===== config.mk =====
export PLATFORM = sky130hd
export DESIGN_NAME = id_ex_stage
export DESIGN_NICKNAME = d
export VERILOG_FILES = /design/src/rtl/rv32_pkg.sv /design/src/rtl/fwd_mux.sv /design/src/rtl/id_ex_stage.sv
export SDC_FILE = /design/constraint.sdc
export NUM_CORES = 1
export LEC_CHECK = 0
export ABC_AREA = 1
export BUFFER_PORTS_ARGS = -buffer_cell sky130_fd_sc_hd__buf_2
export CORE_AREA = 4 4 147 149
export CTS_CLUSTER_DIAMETER = 120
export CTS_CLUSTER_SIZE = 8
export DETAILED_ROUTE_END_ITERATION = 6
export DIE_AREA = 0 0 151 153
export MAX_ROUTING_LAYER = met4
export PLACE_DENSITY_LB_ADDON = 0.2
export SLEW_MARGIN = 20
export SYNTH_ARGS = -nofsm -noshare
export SYNTH_HDL_FRONTEND = slang
export SYNTH_SLANG_ARGS = --single-unit

===== constraint.sdc =====
create_clock -name i_clk -period 6.4 [get_ports i_clk]
set_input_delay 0.32 -clock i_clk [delete_from_list [all_inputs] [get_ports i_clk]]
set_output_delay 0.32 -clock i_clk [all_outputs]
set_load 0.01 [all_outputs]

===== src/rtl/rv32_pkg.sv =====
// Shared rv32 core definitions: datapath defaults and ALU operation codes.
package rv32_pkg;

  localparam int DEF_XLEN   = 32;
  localparam int DEF_REG_AW = 5;

  typedef logic [3:0] alu_sel_t;

  // ALU operation codes; 0x5 and 0xD-0xF are unassigned.
  localparam alu_sel_t ALU_AND   = 4'h0;
  localparam alu_sel_t ALU_OR    = 4'h1;
  localparam alu_sel_t ALU_XOR   = 4'h2;
  localparam alu_sel_t ALU_ADD   = 4'h3;
  localparam alu_sel_t ALU_SUB   = 4'h4;
  localparam alu_sel_t ALU_PASSB = 4'h6;
  localparam alu_sel_t ALU_SLL   = 4'h7;
  localparam alu_sel_t ALU_SRL   = 4'h8;
  localparam alu_sel_t ALU_SRA   = 4'h9;
  localparam alu_sel_t ALU_SLA   = 4'hA;
  localparam alu_sel_t ALU_SLTU  = 4'hB;
  localparam alu_sel_t ALU_SLT   = 4'hC;

endpackage


===== src/rtl/fwd_mux.sv =====
// Per-operand forwarding mux: picks the newest in-flight value of one source
// register, EX/MEM first, then MEM/WB, else the register-file read data.
module fwd_mux #(
  parameter int XLEN   = 32,
  parameter int REG_AW = 5
) (
  input  logic [REG_AW-1:0] rs_addr,
  input  logic [XLEN-1:0]   reg_data,
  input  logic [REG_AW-1:0] exmem_rd,
  input  logic              exmem_reg_write,
  input  logic [XLEN-1:0]   exmem_result,
  input  logic [REG_AW-1:0] memwb_rd,
  input  logic              memwb_reg_write,
  input  logic [XLEN-1:0]   memwb_result,
  output logic [XLEN-1:0]   fwd_data
);

  logic exmem_hit;
  logic memwb_hit;

  // x0 is hard-wired to zero, so a writer targeting it never forwards.
  assign exmem_hit = exmem_reg_write && (exmem_rd != '0) && (exmem_rd == rs_addr);
  assign memwb_hit = memwb_reg_write && (memwb_rd != '0) && (memwb_rd == rs_addr);

  // Priority select: the younger EX/MEM result shadows MEM/WB.
  always_comb begin
    // NOTE: default first so every path assigns fwd_data and no latch is inferred.
    fwd_data = reg_data;
    if (exmem_hit) begin
      fwd_data = exmem_result;
    end else if (memwb_hit) begin
      fwd_data = memwb_result;
    end
  end

endmodule


===== src/rtl/id_ex_stage.sv =====
// ID/EX pipeline register of the rv32 core: holds decoded fields, forwards
// operands from EX/MEM and MEM/WB, drives the ALU and detects load-use hazards.
module id_ex_stage
  import rv32_pkg::*;
#(
  parameter int XLEN   = DEF_XLEN,
  parameter int REG_AW = DEF_REG_AW
) (
  input  logic              i_clk,
  input  logic              i_rst,
  input  logic              i_valid,
  input  logic [XLEN-1:0]   i_pc,
  input  logic [REG_AW-1:0] i_rs1_addr,
  input  logic [REG_AW-1:0] i_rs2_addr,
  input  logic              i_rs1_used,
  input  logic              i_rs2_used,
  input  logic [XLEN-1:0]   i_rs1_data,
  input  logic [XLEN-1:0]   i_rs2_data,
  input  logic [XLEN-1:0]   i_imm,
  input  logic [REG_AW-1:0] i_rd_addr,
  input  alu_sel_t          i_alu_sel,
  input  logic              i_sign,
  input  logic              i_a_is_pc,
  input  logic              i_b_is_imm,
  input  logic              i_reg_write,
  input  logic              i_mem_read,
  input  logic              i_mem_write,
  input  logic              i_flush,
  input  logic [REG_AW-1:0] i_exmem_rd,
  input  logic              i_exmem_reg_write,
  input  logic [XLEN-1:0]   i_exmem_result,
  input  logic [REG_AW-1:0] i_memwb_rd,
  input  logic              i_memwb_reg_write,
  input  logic [XLEN-1:0]   i_memwb_result,
  output logic              o_stall,
  output logic              o_valid,
  output logic [XLEN-1:0]   o_pc,
  output logic [XLEN-1:0]   o_alu_a,
  output logic [XLEN-1:0]   o_alu_b,
  output alu_sel_t          o_alu_sel,
  output logic              o_sign,
  output logic [XLEN-1:0]   o_store_data,
  output logic [REG_AW-1:0] o_rd_addr,
  output logic              o_reg_write,
  output logic              o_mem_read,
  output logic              o_mem_write
);

  typedef struct packed {
    logic              valid;
    logic [XLEN-1:0]   pc;
    logic [REG_AW-1:0] rs1_addr;
    logic [REG_AW-1:0] rs2_addr;
    logic [XLEN-1:0]   rs1_data;
    logic [XLEN-1:0]   rs2_data;
    logic [XLEN-1:0]   imm;
    logic [REG_AW-1:0] rd_addr;
    alu_sel_t          alu_sel;
    logic              sign;
    logic              a_is_pc;
    logic              b_is_imm;
    logic              reg_write;
    logic              mem_read;
    logic              mem_write;
  } id_ex_t;

  id_ex_t          ex_q;
  id_ex_t          ex_d;
  logic [XLEN-1:0] fwd_rs1;
  logic [XLEN-1:0] fwd_rs2;
  logic            rs1_hazard;
  logic            rs2_hazard;

  // Load-use: the load in EX produces its data too late for the consumer in decode.
  assign rs1_hazard = i_rs1_used && (i_rs1_addr == ex_q.rd_addr);
  assign rs2_hazard = i_rs2_used && (i_rs2_addr == ex_q.rd_addr);
  assign o_stall    = i_valid && o_valid && o_mem_read && (ex_q.rd_addr != '0)
                      && (rs1_hazard || rs2_hazard);

  // Next-state select: flush beats stall; both load an all-zero bubble.
  always_comb begin
    ex_d = '0;
    if (!i_flush && !o_stall) begin
      ex_d.valid     = i_valid;
      ex_d.pc        = i_pc;
      ex_d.rs1_addr  = i_rs1_addr;
      ex_d.rs2_addr  = i_rs2_addr;
      ex_d.rs1_data  = i_rs1_data;
      ex_d.rs2_data  = i_rs2_data;
      ex_d.imm       = i_imm;
      ex_d.rd_addr   = i_rd_addr;
      ex_d.alu_sel   = i_alu_sel;
      ex_d.sign      = i_sign;
      ex_d.a_is_pc   = i_a_is_pc;
      ex_d.b_is_imm  = i_b_is_imm;
      ex_d.reg_write = i_reg_write;
      ex_d.mem_read  = i_mem_read;
      ex_d.mem_write = i_mem_write;
    end
  end

  // Pipeline register with asynchronous clear.
  always_ff @(posedge i_clk or posedge i_rst) begin
    // NOTE: non-blocking assignment so every flop samples pre-edge values.
    if (i_rst) begin
      ex_q <= '0;
    end else begin
      ex_q <= ex_d;
    end
  end

  fwd_mux #(.XLEN(XLEN), .REG_AW(REG_AW)) u_fwd_rs1 (
    .rs_addr         (ex_q.rs1_addr),
    .reg_data        (ex_q.rs1_data),
    .exmem_rd        (i_exmem_rd),
    .exmem_reg_write (i_exmem_reg_write),
    .exmem_result    (i_exmem_result),
    .memwb_rd        (i_memwb_rd),
    .memwb_reg_write (i_memwb_reg_write),
    .memwb_result    (i_memwb_result),
    .fwd_data        (fwd_rs1)
  );

  fwd_mux #(.XLEN(XLEN), .REG_AW(REG_AW)) u_fwd_rs2 (
    .rs_addr         (ex_q.rs2_addr),
    .reg_data        (ex_q.rs2_data),
    .exmem_rd        (i_exmem_rd),
    .exmem_reg_write (i_exmem_reg_write),
    .exmem_result    (i_exmem_result),
    .memwb_rd        (i_memwb_rd),
    .memwb_reg_write (i_memwb_reg_write),
    .memwb_result    (i_memwb_result),
    .fwd_data        (fwd_rs2)
  );

  assign o_valid      = ex_q.valid;
  assign o_pc         = ex_q.pc;
  assign o_alu_a      = ex_q.a_is_pc  ? ex_q.pc  : fwd_rs1;
  assign o_alu_b      = ex_q.b_is_imm ? ex_q.imm : fwd_rs2;
  assign o_store_data = fwd_rs2;
  assign o_alu_sel    = ex_q.alu_sel;
  assign o_sign       = ex_q.sign;
  assign o_rd_addr    = ex_q.rd_addr;
  assign o_reg_write  = ex_q.valid && ex_q.reg_write;
  assign o_mem_read   = ex_q.valid && ex_q.mem_read;
  assign o_mem_write  = ex_q.valid && ex_q.mem_write;

endmodule


# ---- Word level (Yosys, flattened, before mapping)
# Index checks and enable logic that the tools add are counted.
dict set report totals {
  inputBits 235
  out_inout_bits 143
  regBits 154
}
dict set report classes {
  n_mux 7
  eq_ne 6
  reduce_logical 22
}
# cell count
set ops {}
lappend ops {{two-way mux 32 bit} 6}
lappend ops {{two-way mux 154 bit} 1}
lappend ops {{== test 5 bit} 6}
lappend ops {{logical AND 1 bit} 16}
lappend ops {{nonzero test 5 bit} 3}
lappend ops {{logical NOT 1 bit} 2}
lappend ops {{logical OR 1 bit} 1}

# ---- Logic depth before layout (Yosys ltp)
# Gate-level depths: netlist of the first run.
dict set report depth {
  ltp_word 7
  mapped_depth 11
}

# ---- By module
# From an unflattened synthesis of the first run, not the netlist that was laid out.
dict set report unflattened {
  cells_unflattened 1246
  area_unflattened_um2 9262.6
}
# module area_each_um2 n_inst seq_area_each_um2 cells_per_inst
set by_module_without_submodules {}
lappend by_module_without_submodules {id_ex_stage 6429.9 1 3853.7 650}
lappend by_module_without_submodules {fwd_mux 1416.4 2 0.0 298}

# ---- Worst setup path before layout of the first run
# OpenSTA, ideal clock, no wires.
dict set report synth_timing {
  kind {register to output}
  startpoint {register ex_q[112] (netlist bit)}
  endpoint {output port o_store_data[10]}
  slack_ns 4.734
  n_path_buf 1
  arrival_ns 1.346
  path_stages_with_launch 7
  required_time_ns 6.080
  cell_sequence {dfrtp_1 -> xnor2_1 -> nand2_1 -> nor3_2 -> buf_2 -> nand3b_1 -> and2_1}
}
dict set report synth_between {
  elab_chain_len 4
  word_cells_on_any_way 6
  cone_classes {eq/ne: 2; mux: 2; reduce/logical: 2}
}
# item line_no
set synth_rtl {}
lappend synth_rtl {{start: declaration} id_ex_stage.sv:67} ;# id_ex_t ex_q;
lappend synth_rtl {{start signal: assignment} id_ex_stage.sv:106} ;# ex_q <= '0;
lappend synth_rtl {{start signal: assignment} id_ex_stage.sv:108} ;# ex_q <= ex_d;
lappend synth_rtl {{== test 5 bit} fwd_mux.sv:23} ;# assign memwb_hit = memwb_reg_write && (memwb_rd != '0) && (memwb_rd == rs_addr);
lappend synth_rtl {{logical AND 1 bit} fwd_mux.sv:23}
lappend synth_rtl {{two-way mux 32 bit} fwd_mux.sv:31} ;# end else if (memwb_hit) begin
lappend synth_rtl {{two-way mux 32 bit (*)} fwd_mux.sv:29} ;# if (exmem_hit) begin
lappend synth_rtl {{end: declaration} id_ex_stage.sv:42} ;# output logic [XLEN-1:0] o_store_data,
# Every way passes the cells marked *; elsewhere a longest branch is shown, timed or not.

# ---- Final worst setup path of the first run
dict set report layout_timing {
  startpoint {register ex_q[113] (netlist bit)}
  endpoint {output port o_alu_b[29]}
}
dict set report layout_between {
  elab_chain_len 5
  word_cells_on_any_way 7
  cone_classes {eq/ne: 2; mux: 3; reduce/logical: 2}
}
# item line_no
set layout_rtl {}
lappend layout_rtl {{== test 5 bit} fwd_mux.sv:23}
lappend layout_rtl {{logical AND 1 bit} fwd_mux.sv:23}
lappend layout_rtl {{two-way mux 32 bit} fwd_mux.sv:31}
lappend layout_rtl {{two-way mux 32 bit (*)} fwd_mux.sv:29}
lappend layout_rtl {{two-way mux 32 bit (*)} id_ex_stage.sv:139} ;# assign o_alu_b = ex_q.b_is_imm ? ex_q.imm : fwd_rs2;
lappend layout_rtl {{end: declaration} id_ex_stage.sv:39} ;# output logic [XLEN-1:0] o_alu_b,
# Marks and branches as above.

==> flow_metrics.tcl, run 1 <==
set metrics [dict create \
    clock_path_buffers 2 \
    tightestPinTransition_ps 1030 \
    drive_gt1_frac 0.291 \
    htreeDepth 4 \
    min_path_type "in2async" \
    synth_mux_area_frac 0 \
    p_leak_nw 6.57 \
    cts_tree "built" \
    ios 378 \
    synthCells 1170 \
    area_delta_synth_final_pct 25.7 \
    setup_tns_ps 0 \
    rsz0062_at_grt "no" \
    status "finished clean" \
    power_density_nw_per_um2 228 \
    cts_resized 0 \
    grt_pass1_wl_mm 44.8 \
    async_flop_share 1.00 \
    nets 1701 \
    synth.top_cell.area_share 0.444 \
    syn-cell-area_sq_um 8690 \
    yosysMostFrequentCell "nand2_1" \
    place_congestion 0.859 \
    start_util 0.431 \
    drtIter0Drc 418 \
    ys_top_cells_by_area "dfrtp_1 (44%), nand2_1 (10%), inv_1 (8.5%)" \
    end_kind "output port" \
    cp_max_fo 33 \
    routed_wl_mm 29.3 \
    max_slew_margin 0.311 \
    track_usage 0.257 \
    vias 8384 \
    finalClockSkew_ps 15.5 \
    synth_warnings 0 \
    dieArea_sq_um 23100 \
    hold_viol 0 \
    rows 52 \
    synth_area_leader_cell "dfrtp_1" \
    design.core.area_sq_um 20200 \
    yosysSeqAreaShare 0.444 \
    die_y_um 153 \
    ctsRootBufferMaster "clkbuf_16" \
    crit_arrival_ps 3520 \
    finalCriticalPeriod_ps 3840 \
    synth_area_per_cell_sq_um 7.42 \
    ctsHoldBuffers 0 \
    synth_top_family_by_area "simple AND/OR/NAND/NOR gates" \
    synth-edff-count 0 \
    setup_viol 0 \
    final_antenna_net_count 0 \
    grt_max_degree 155 \
    drt_pass1_iterations 5 \
    worstSkewPairLatency_ps 420 \
    synthFlopType "dfrtp_1" \
    drv_cap 0 \
    viasPerCell 4.78 \
    fin_crit_sh 0.600 \
    grt_pass1_vias 8484 \
    synth_compound_area_frac 0.0336 \
    overflow 0 \
    antenna_found_initial 5 \
    p_total_mw 2.49 \
    drcViolationCount 0 \
    dp_hpwl_mm 20.4 \
    routedWlPerCell_um 16.7 \
    synthAdderAreaFrac 0 \
    ys_types 27 \
    clk_pin_slew_worst_paths_ps 70 \
    synthSimpleGateAreaFrac 0.338 \
    die_w_um 151 \
    cts_setup_buffers 0 \
    max_freq_mhz 260 \
    synth-seq-cells 154 \
    synth_common_cells "nand2_1 (239), inv_1 (196), nor2_1 (163)" \
    irDropWorstVdd_uv 174 \
    io_buffers 377 \
    syn-num-nets 1405 \
    slew_viol_final 0 \
    synthXorXnorAreaFrac 0.0232 \
    crit_path_start_kind "register" \
    numCtsBuffers 17 \
    cts.sinks 154 \
    critPathKind "reg2out" \
    crit_required_ps 6080 \
]
==> routing by layer <==
metal / vias up / GRT usage / share of wire
li1: 4118 / - / -
met1: 3853 / 0.311 / 0.40
met2: 369 / 0.432 / 0.50
met3: 44 / 0.0506 / 0.078
met4: 0 / 0.0846 / 0.021
met5: - / - / 0
==> metrics by stage <==
stage / setup WS (ps) / area [sq um] / hold WS [ps] / instances / util
after CTS: 2560 / 10900 / 77.4 / 1749 / 0.541
after floorplan: 1930 / 8690 / 426 / 1170 / -
after global placement: 3000 / 10300 / 529 / 1717 / 0.513
final: 2560 / 10900 / 81.6 / 1754 / 0.542
after detailed placement: 2990 / 10300 / 532 / 1717 / 0.513
after global routing: 2360 / 10900 / 82.2 / 1754 / 0.542
==> cell type report <==
cell class	count	area (sq um)
fillers	2045	9250
flip-flops and latches	154	3850
multi-input cells	711	3460
repair buffers	384	1940
inverters	198	748
clock buffers	21	440
well taps	270	338
clock inverters	11	124
diodes	5	12.5
==> flip-flops by register name, indices dropped and copies added, names as in the netlist <==
name	flops
ex_q	111
o_pc	32
o_rd_addr	5
o_alu_sel	4
o_sign	1
o_valid	1
==> worst max-delay path, cell delays in order, from the launching register on <==
cell and delay [ps]:
dfrtp_1 400, xor2_1 200, nor2_4 810, nand3b_1 690, buf_4 450, nand3_1 150, nand3_1 80, nand2_1 140
buf_2 160
==> where the power goes <==
| group | internal, mW | switching, mW | total (mW) |
|---|---|---|---|
| registers | 1.02 | 0.0225 | 1.05 |
| logic | 0.176 | 0.281 | 0.456 |
| clock network | 0.574 | 0.410 | 0.984 |
| total | 1.77 | 0.713 | 2.49 |
==> layout by cell type, fill, tap and decap left out, drive strengths merged <==
cell,Yosys,layout
a21oi,2,2
and2,32,32
buf,94,384
bufinv,0,2
clkbuf,13,21
clkinv,0,6
clkinvlp,0,3
dfrtp,154,154
diode,0,5
inv,198,198
nand2,242,242
nand3,134,134
nand3b,34,34
nand4,32,32
nor2,171,171
nor3,2,2
o21ai,5,5
o21bai,32,32
o22ai,2,2
xnor2,9,9
xor2,14,14
==> path summary, 6_finish.rpt <==
check,startpoint,to,slack (ps),cells after the start
setup / recovery,ex_q[113],o_alu_b[29],2560,8
hold / removal,i_rst,o_pc[1],80,2
setup reg to reg,o_rd_addr[1],ex_q[72],4270,8
hold reg to reg,ex_q[1],ex_q[3],1540,7
max in group asynchronous,i_rst,o_pc[18],4970,3
min in group i_clk,i_pc[25],o_pc[25],100,3
==> cells by family after synthesis <==
logic type / after synthesis
compound gates: 41
xor+xnor: 23
buf+inv: 305
flops: 154
simple gates: 647
No activity file was read; power rests on OpenSTA's default activity.
==> inputs of run 2 (changes only) <==
- ABC_AREA: 1 -> 0
- CORE_AREA: 4 4 147 149 -> 4 4 144 146
- DIE_AREA: 0 0 151 153 -> 0 0 148 150
- clock period: 6.4 -> 3.93 ns (I/O delays scaled with it)
==> run 2 against run 1 <==
  * Non-clock buffer count rose by 144
  * Area after synthesis fell by 7.2%
  * Power rose by 68%
  * First-iteration DRC count rose by 7.2%
  * Combinational power rose by 76%
  * Clock skew fell by 5.6 ps
  * Cell area rose by 8.8%
  * Critical path type unchanged
==> flow_metrics.tcl, run 2 <==
set metrics [dict create \
    status "finished clean" \
    syn-num-nets 1098 \
    design.core.area_sq_um 19400 \
    timing.hold.ws_ps 22.3 \
    track_usage 0.278 \
    intPower_mw 3.05 \
    vias 8230 \
    ctsRootBufferMaster "clkbuf_16" \
    critPathKind "reg2out" \
    start_util 0.416 \
    yosysSeqAreaShare 0.478 \
    io_buffers 377 \
    clk_pin_slew_worst_paths_ps 60 \
    slew_viol_final 0 \
    final_core_util 0.612 \
    grt_max_degree 85 \
    antenna_found_initial 1 \
    worstSetupEndpoint "o_alu_a[22]" \
    seqPwrFrac 0.408 \
    worstSkewPairLatency_ps 410 \
    grt_pass1_vias 8536 \
    final_antenna_net_count 0 \
    end_kind "output port" \
    place_ws_ps 350 \
    viasPerCell 5.21 \
    synthFlopType "dfrtp_1" \
    irDropWorstVdd_uv 270 \
    combinationalPowerShare 0.192 \
    synth-seq-cells 154 \
    fin_crit_sh 0.823 \
    yosysMostFrequentCell "and2_1" \
    synth.top_cell.area_share 0.478 \
    cts.sinks 154 \
    die_w_um 148 \
    drv_cap 0 \
    power_density_nw_per_um2 352 \
    dp_hpwl_mm 20.6 \
    setup_viol 0 \
    setup_tns_ps 0 \
    drtIter0Drc 448 \
    place_congestion 0.923 \
    r2r_slack_ps 1950 \
    synth_warnings 0 \
    crit_path_start_kind "register" \
    ys_top_cells_by_area "dfrtp_1 (48%), and2_1 (12%), o31ai_1 (5.4%)" \
    routed_wl_mm 30.5 \
    tightestPinTransition_ps 986 \
    hold_viol 0 \
    drt_pass1_iterations 5 \
    top_register "ex_q" \
    finalCriticalPeriod_ps 3230 \
    cp_max_fo 32 \
    crit_start "ex_q[120]" \
    min_path_type "in2reg" \
    power_frac_clock 0.400 \
    rsz0062_at_grt "no" \
    die_y_um 150 \
    finalClockSkew_ps 9.88 \
    synthCells 863 \
    numCtsBuffers 17 \
    syn-cell-area_sq_um 8060 \
    r2r-end "ex_q[21]" \
    async_flop_share 1.00 \
    synth_area_per_cell_sq_um 9.34 \
    grt_pass1_wl_mm 46.4 \
    rr_worst_depth 6 \
    p_leak_nw 5.96 \
    switching_power_mw 1.13 \
    largest_register_ffs 111 \
    r2r-start "o_rd_addr[4]" \
    drive_gt1_frac 0.334 \
    crit_arrival_ps 3040 \
    nets 1535 \
    layout_commonest_cell "buf_2" \
    clock_path_buffers 2 \
    max_slew_margin 0.341 \
    ys_types 33 \
    swShare 0.271 \
    crit_required_ps 3730 \
    max_freq_mhz 309 \
    drcViolationCount 0 \
    cts_tree "built" \
    routedWlPerCell_um 19.3 \
    overflow 0 \
    area_delta_synth_final_pct 47.4 \
    fin_ws_ps 696 \
    synth_area_leader_cell "dfrtp_1" \
    dieArea_sq_um 22200 \
    htreeDepth 4 \
    synth-edff-count 0 \
    layout_common_cells "buf_2 (377), and2_1 (160), dfrtp_1 (152)" \
    rows 51 \
    synth_common_cells "and2_1 (160), dfrtp_1 (154), nand2_1 (90)" \
    ios 378 \
]
## run 2: metrics by stage
stage / power, mW / cells / instance area (sq um)
after floorplan: 2.10 / 863 / 8060
after global routing: 4.36 / 1579 / 11900
after CTS: 4.21 / 1577 / 11800
after global placement: 2.41 / 1409 / 9870
final: 4.19 / 1580 / 11900
after detailed placement: 2.42 / 1409 / 9870
## run 2: how the worst min path moves through the flow
stage / slack (ps) / from / cells after the start / to
after global placement: 330 / i_rst / 2 / ex_q[113]
after global routing: 5 / i_imm[13] / 2 / ex_q[28]
after floorplan: 330 / i_mem_write / 1 / ex_q[0]
final: 20 / i_imm[13] / 2 / ex_q[28]
after CTS: 2 / i_imm[10] / 2 / ex_q[25]
after detailed placement: 340 / i_rst / 2 / ex_q[113]
## run 2: critical path: stages, from the launching register on
cell	delay, ps
dfrtp_1	400
or2_0	250
o21ai_4	580
buf_16	240
nand3_4	410
a221oi_1	490
o31ai_1	90
buf_2	160
## run 2: kinds of logic after synthesis
kind of cell	Yosys count	synth area share
and+or+nand+nor	400	0.261
xor gates and xnor gates	28	0.0304
DFF	154	0.478
muxes	6	0.00745
buffers and inverters	117	0.0767
AOI/OAI and AO/OA	158	0.147
## run 2: power by group through the flow
stage / Combinational [mW] / Sequential (mW) / Clock [mW]
6_report: 0.803 / 1.71 / 1.68
2_1_floorplan: 0.380 / 1.72 / 0
3_5_place_dp: 0.680 / 1.74 / 0
3_3_place_gp: 0.673 / 1.73 / 0
4_1_cts: 0.794 / 1.71 / 1.71
5_1_grt: 0.871 / 1.71 / 1.78
## run 2: repair_timing
action / in CTS / in global routing
setup buffers: 0 / 0
setup endpoints to repair: 32 / 0
gates resized for setup: 1 / 0
endpoints found under the hold margin: 162 / 0
hold buffers: 136 / 0
## run 2: area by class of cell
| type | instances | area (sq um) |
|---|---|---|
| diodes | 2 | 5.00 |
| clock buffers | 21 | 470 |
| clock inverters | 11 | 135 |
| fillers | 1695 | 7520 |
| inverters | 7 | 30.0 |
| multi-input cells | 592 | 3640 |
| flip-flops and latches | 154 | 3860 |
| well taps | 265 | 332 |
| repair buffers | 528 | 3410 |
## run 2: layer usage
metal  vias up  wire, um  GRT usage
met5         -         0          -
li1       3800         -          -
met1      3927     12100      0.327
met2       425     15400      0.475
met4         0      1010      0.113
met3        78      1990     0.0500
==> inputs of run 3 (changes only) <==
- CORE_AREA: 4 4 144 146 -> 4 4 147 149
- DIE_AREA: 0 0 148 150 -> 0 0 151 153
- clock period: 3.93 -> 2.9 ns (I/O delays scaled with it)
==> run 3 against run 2 <==
  * Critical path type unchanged
  * Sequential power increased by 35%
  * Clock-buffer cell count down 2
  * Die area increased by 4.1%
  * Non-clock buffer count increased by 37
  * Combinational power up 41%
  * Core utilization down 0.57 points
  * First-iteration DRC count up 12%
  * Flip-flop and latch count is the same
  * Cell area grew 3.0%
  * Clock power rose by 39%
  * Setup slack lost 480 ps
  * Register-to-register slack worse by 1400 ps
==> flow_metrics.tcl, run 3 (same netlist as run 2, synthesis figures left out) <==
set metrics [dict create \
    grt_pass1_wl_mm 47.0 \
    crit_chain "xor2_1 > nor3_4 > buf_4 > and3_1 > a221oi_1 > o31ai_1 > buf_2" \
    drtIter0Drc 503 \
    met3_usage 0.0447 \
    critical_path_buf_inv_count 2 \
    numCtsBuffers 17 \
    htreeDepth 4 \
    critPathKind "reg2out" \
    crit_arrival_ps 2540 \
    vias 8374 \
    clock_path_buffers 2 \
    track_usage 0.268 \
    drive_gt1_frac 0.337 \
    area_delta_synth_final_pct 51.8 \
    end_kind "output port" \
    ios 378 \
    cts.sinks 154 \
    crit_start "ex_q[118]" \
    power_density_nw_per_um2 471 \
    grt_max_degree 65 \
    max_slew_margin 0.441 \
    crit_path_start_kind "register" \
    rsz0062_at_grt "no" \
    place_congestion 0.905 \
    drcViolationCount 0 \
    p_leak_nw 6.14 \
    cpLargestDelayFamily "buffers and inverters" \
    final_core_util 0.607 \
    finalCriticalPeriod_ps 2680 \
    top_register "ex_q" \
    clk_pin_slew_worst_paths_ps 70 \
    irDropWorstVdd_uv 383 \
    r2r-start "o_rd_addr[1]" \
    nets 1572 \
    setup_tns_ps 0 \
    slew_viol_final 0 \
    layout_common_cells "buf_2 (377), and2_1 (160), dlygate4sd3_1 (155)" \
    dieArea_sq_um 23100 \
    design.core.area_sq_um 20200 \
    status "finished clean" \
    cts_tree "built" \
    grt_busiest_layer "met2" \
    grt_use_met2 0.454 \
    io_buffers 377 \
    routed_wl_mm 30.8 \
    rows 52 \
    finalClockSkew_ps 13.0 \
    final_antenna_net_count 0 \
    grt_pass1_vias 8771 \
    fin_crit_sh 0.925 \
    crit_required_ps 2760 \
    drv_cap 0 \
    ctsRootBufferMaster "clkbuf_16" \
    worstSkewPairLatency_ps 420 \
    setup_viol 0 \
    largest_register_ffs 111 \
    tightestPinTransition_ps 839 \
    critPathSlowestCell "dfrtp_1" \
    antenna_found_initial 2 \
    dp_hpwl_mm 21.3 \
    min_from "i_flush" \
    die_y_um 153 \
    min_path_type "in2reg" \
    cpPeakStageDelay_ps 410 \
    max_freq_mhz 373 \
    hold_viol 0 \
    use_met1 0.324 \
    fill_cells 1767 \
    layout_commonest_cell "buf_2" \
    die_w_um 151 \
    drt_pass1_iterations 4 \
    overflow 0 \
    cp_max_fo 32 \
    routedWlPerCell_um 19.0 \
    viasPerCell 5.17 \
    start_util 0.400 \
]
==> run 3: cell count changes in the layout (fill, tap and decap cells not counted) <==
| cell | change |
|---|---|
| nand3_2 | +1 |
| dlygate4sd3_1 | +19 |
| inv_6 | -3 |
| clkinv_2 | +3 |
| clkinv_4 | -1 |
| clkbuf_1 | +1 |
| bufinv_16 | +2 |
| nand3_4 | -1 |
| buf_4 | +15 |
| buf_12 | +4 |
| clkbuf_8 | -3 |
| buf_16 | -1 |
==> run 3: path summary, 6_finish.rpt <==
check | slack [ps] | endpoint | cells after the start
min in group asynchronous | 430 | ex_q[2] | 3
worst min register to register | 1120 | o_alu_sel[0] | 3
worst max register to register | 590 | ex_q[51] | 7
worst max-delay path | 220 | o_alu_a[20] | 7
worst min-delay path | 170 | o_alu_sel[0] | 3
max in group asynchronous | 1680 | ex_q[100] | 4
==> run 3: what timing repair did <==
action,in CTS,in global routing
endpoints found under the setup margin,0,2
hold buffers,155,0
setup buffers,0,4
endpoints found under the hold margin,186,0
gates resized for setup,0,0
==> run 3: cell type report <==
| class | count | area (sq um) | area share |
|---|---|---|---|
| flip-flops and latches | 154 | 3860 | 0.315 |
| repair buffers | 565 | 3760 | 0.307 |
| multi-input cells | 592 | 3640 | 0.297 |
| clock buffers | 19 | 433 | 0.0354 |
| well taps | 270 | 338 | 0.0276 |
| clock inverters | 12 | 175 | 0.0143 |
| inverters | 7 | 30.0 | 0.00245 |
| diodes | 2 | 5.00 | 0.000409 |
==> run 3: per-layer routing <==
layer / wire length [um] / vias up
li1: - / 3878
met2: 15700 / 441
met4: 799 / 0
met1: 12200 / 3991
met3: 2160 / 64
met5: 0 / -
==> run 3: through the flow <==
stage / instances / setup slack [ps] / power, mW / hold WS, ps / instance area (sq um)
4_1_cts: 1615 / 101 / 5.81 / 128 / 12200
5_1_grt: 1621 / 100 / 6.01 / 172 / 12200
6_report: 1621 / 218 / 5.76 / 170 / 12200
2_1_floorplan: 863 / 810 / 2.84 / 274 / 8060
3_3_place_gp: 1429 / 395 / 3.29 / 339 / 10000
3_5_place_dp: 1429 / 289 / 3.30 / 338 / 10000
==> run 3: power by group <==
| part | switching [mW] | leakage [nW] | internal (mW) | total [mW] |
|---|---|---|---|---|
| clock | 0.891 | 0.289 | 1.44 | 2.33 |
| sequential | 0.0547 | 1.98 | 2.26 | 2.31 |
| combinational | 0.569 | 3.87 | 0.556 | 1.13 |
| total | 1.51 | 6.14 | 4.25 | 5.76 |
==> run 3: worst register-to-register path, delay by kind of cell, from the launching register on <==
| kind | cells | cell delay (ps) |
|---|---|---|
| compound gates | 2 | 740 |
| buf+inv | 2 | 520 |
| flops | 1 | 430 |
| simple gates | 2 | 310 |
| xor+xnor | 1 | 200 |
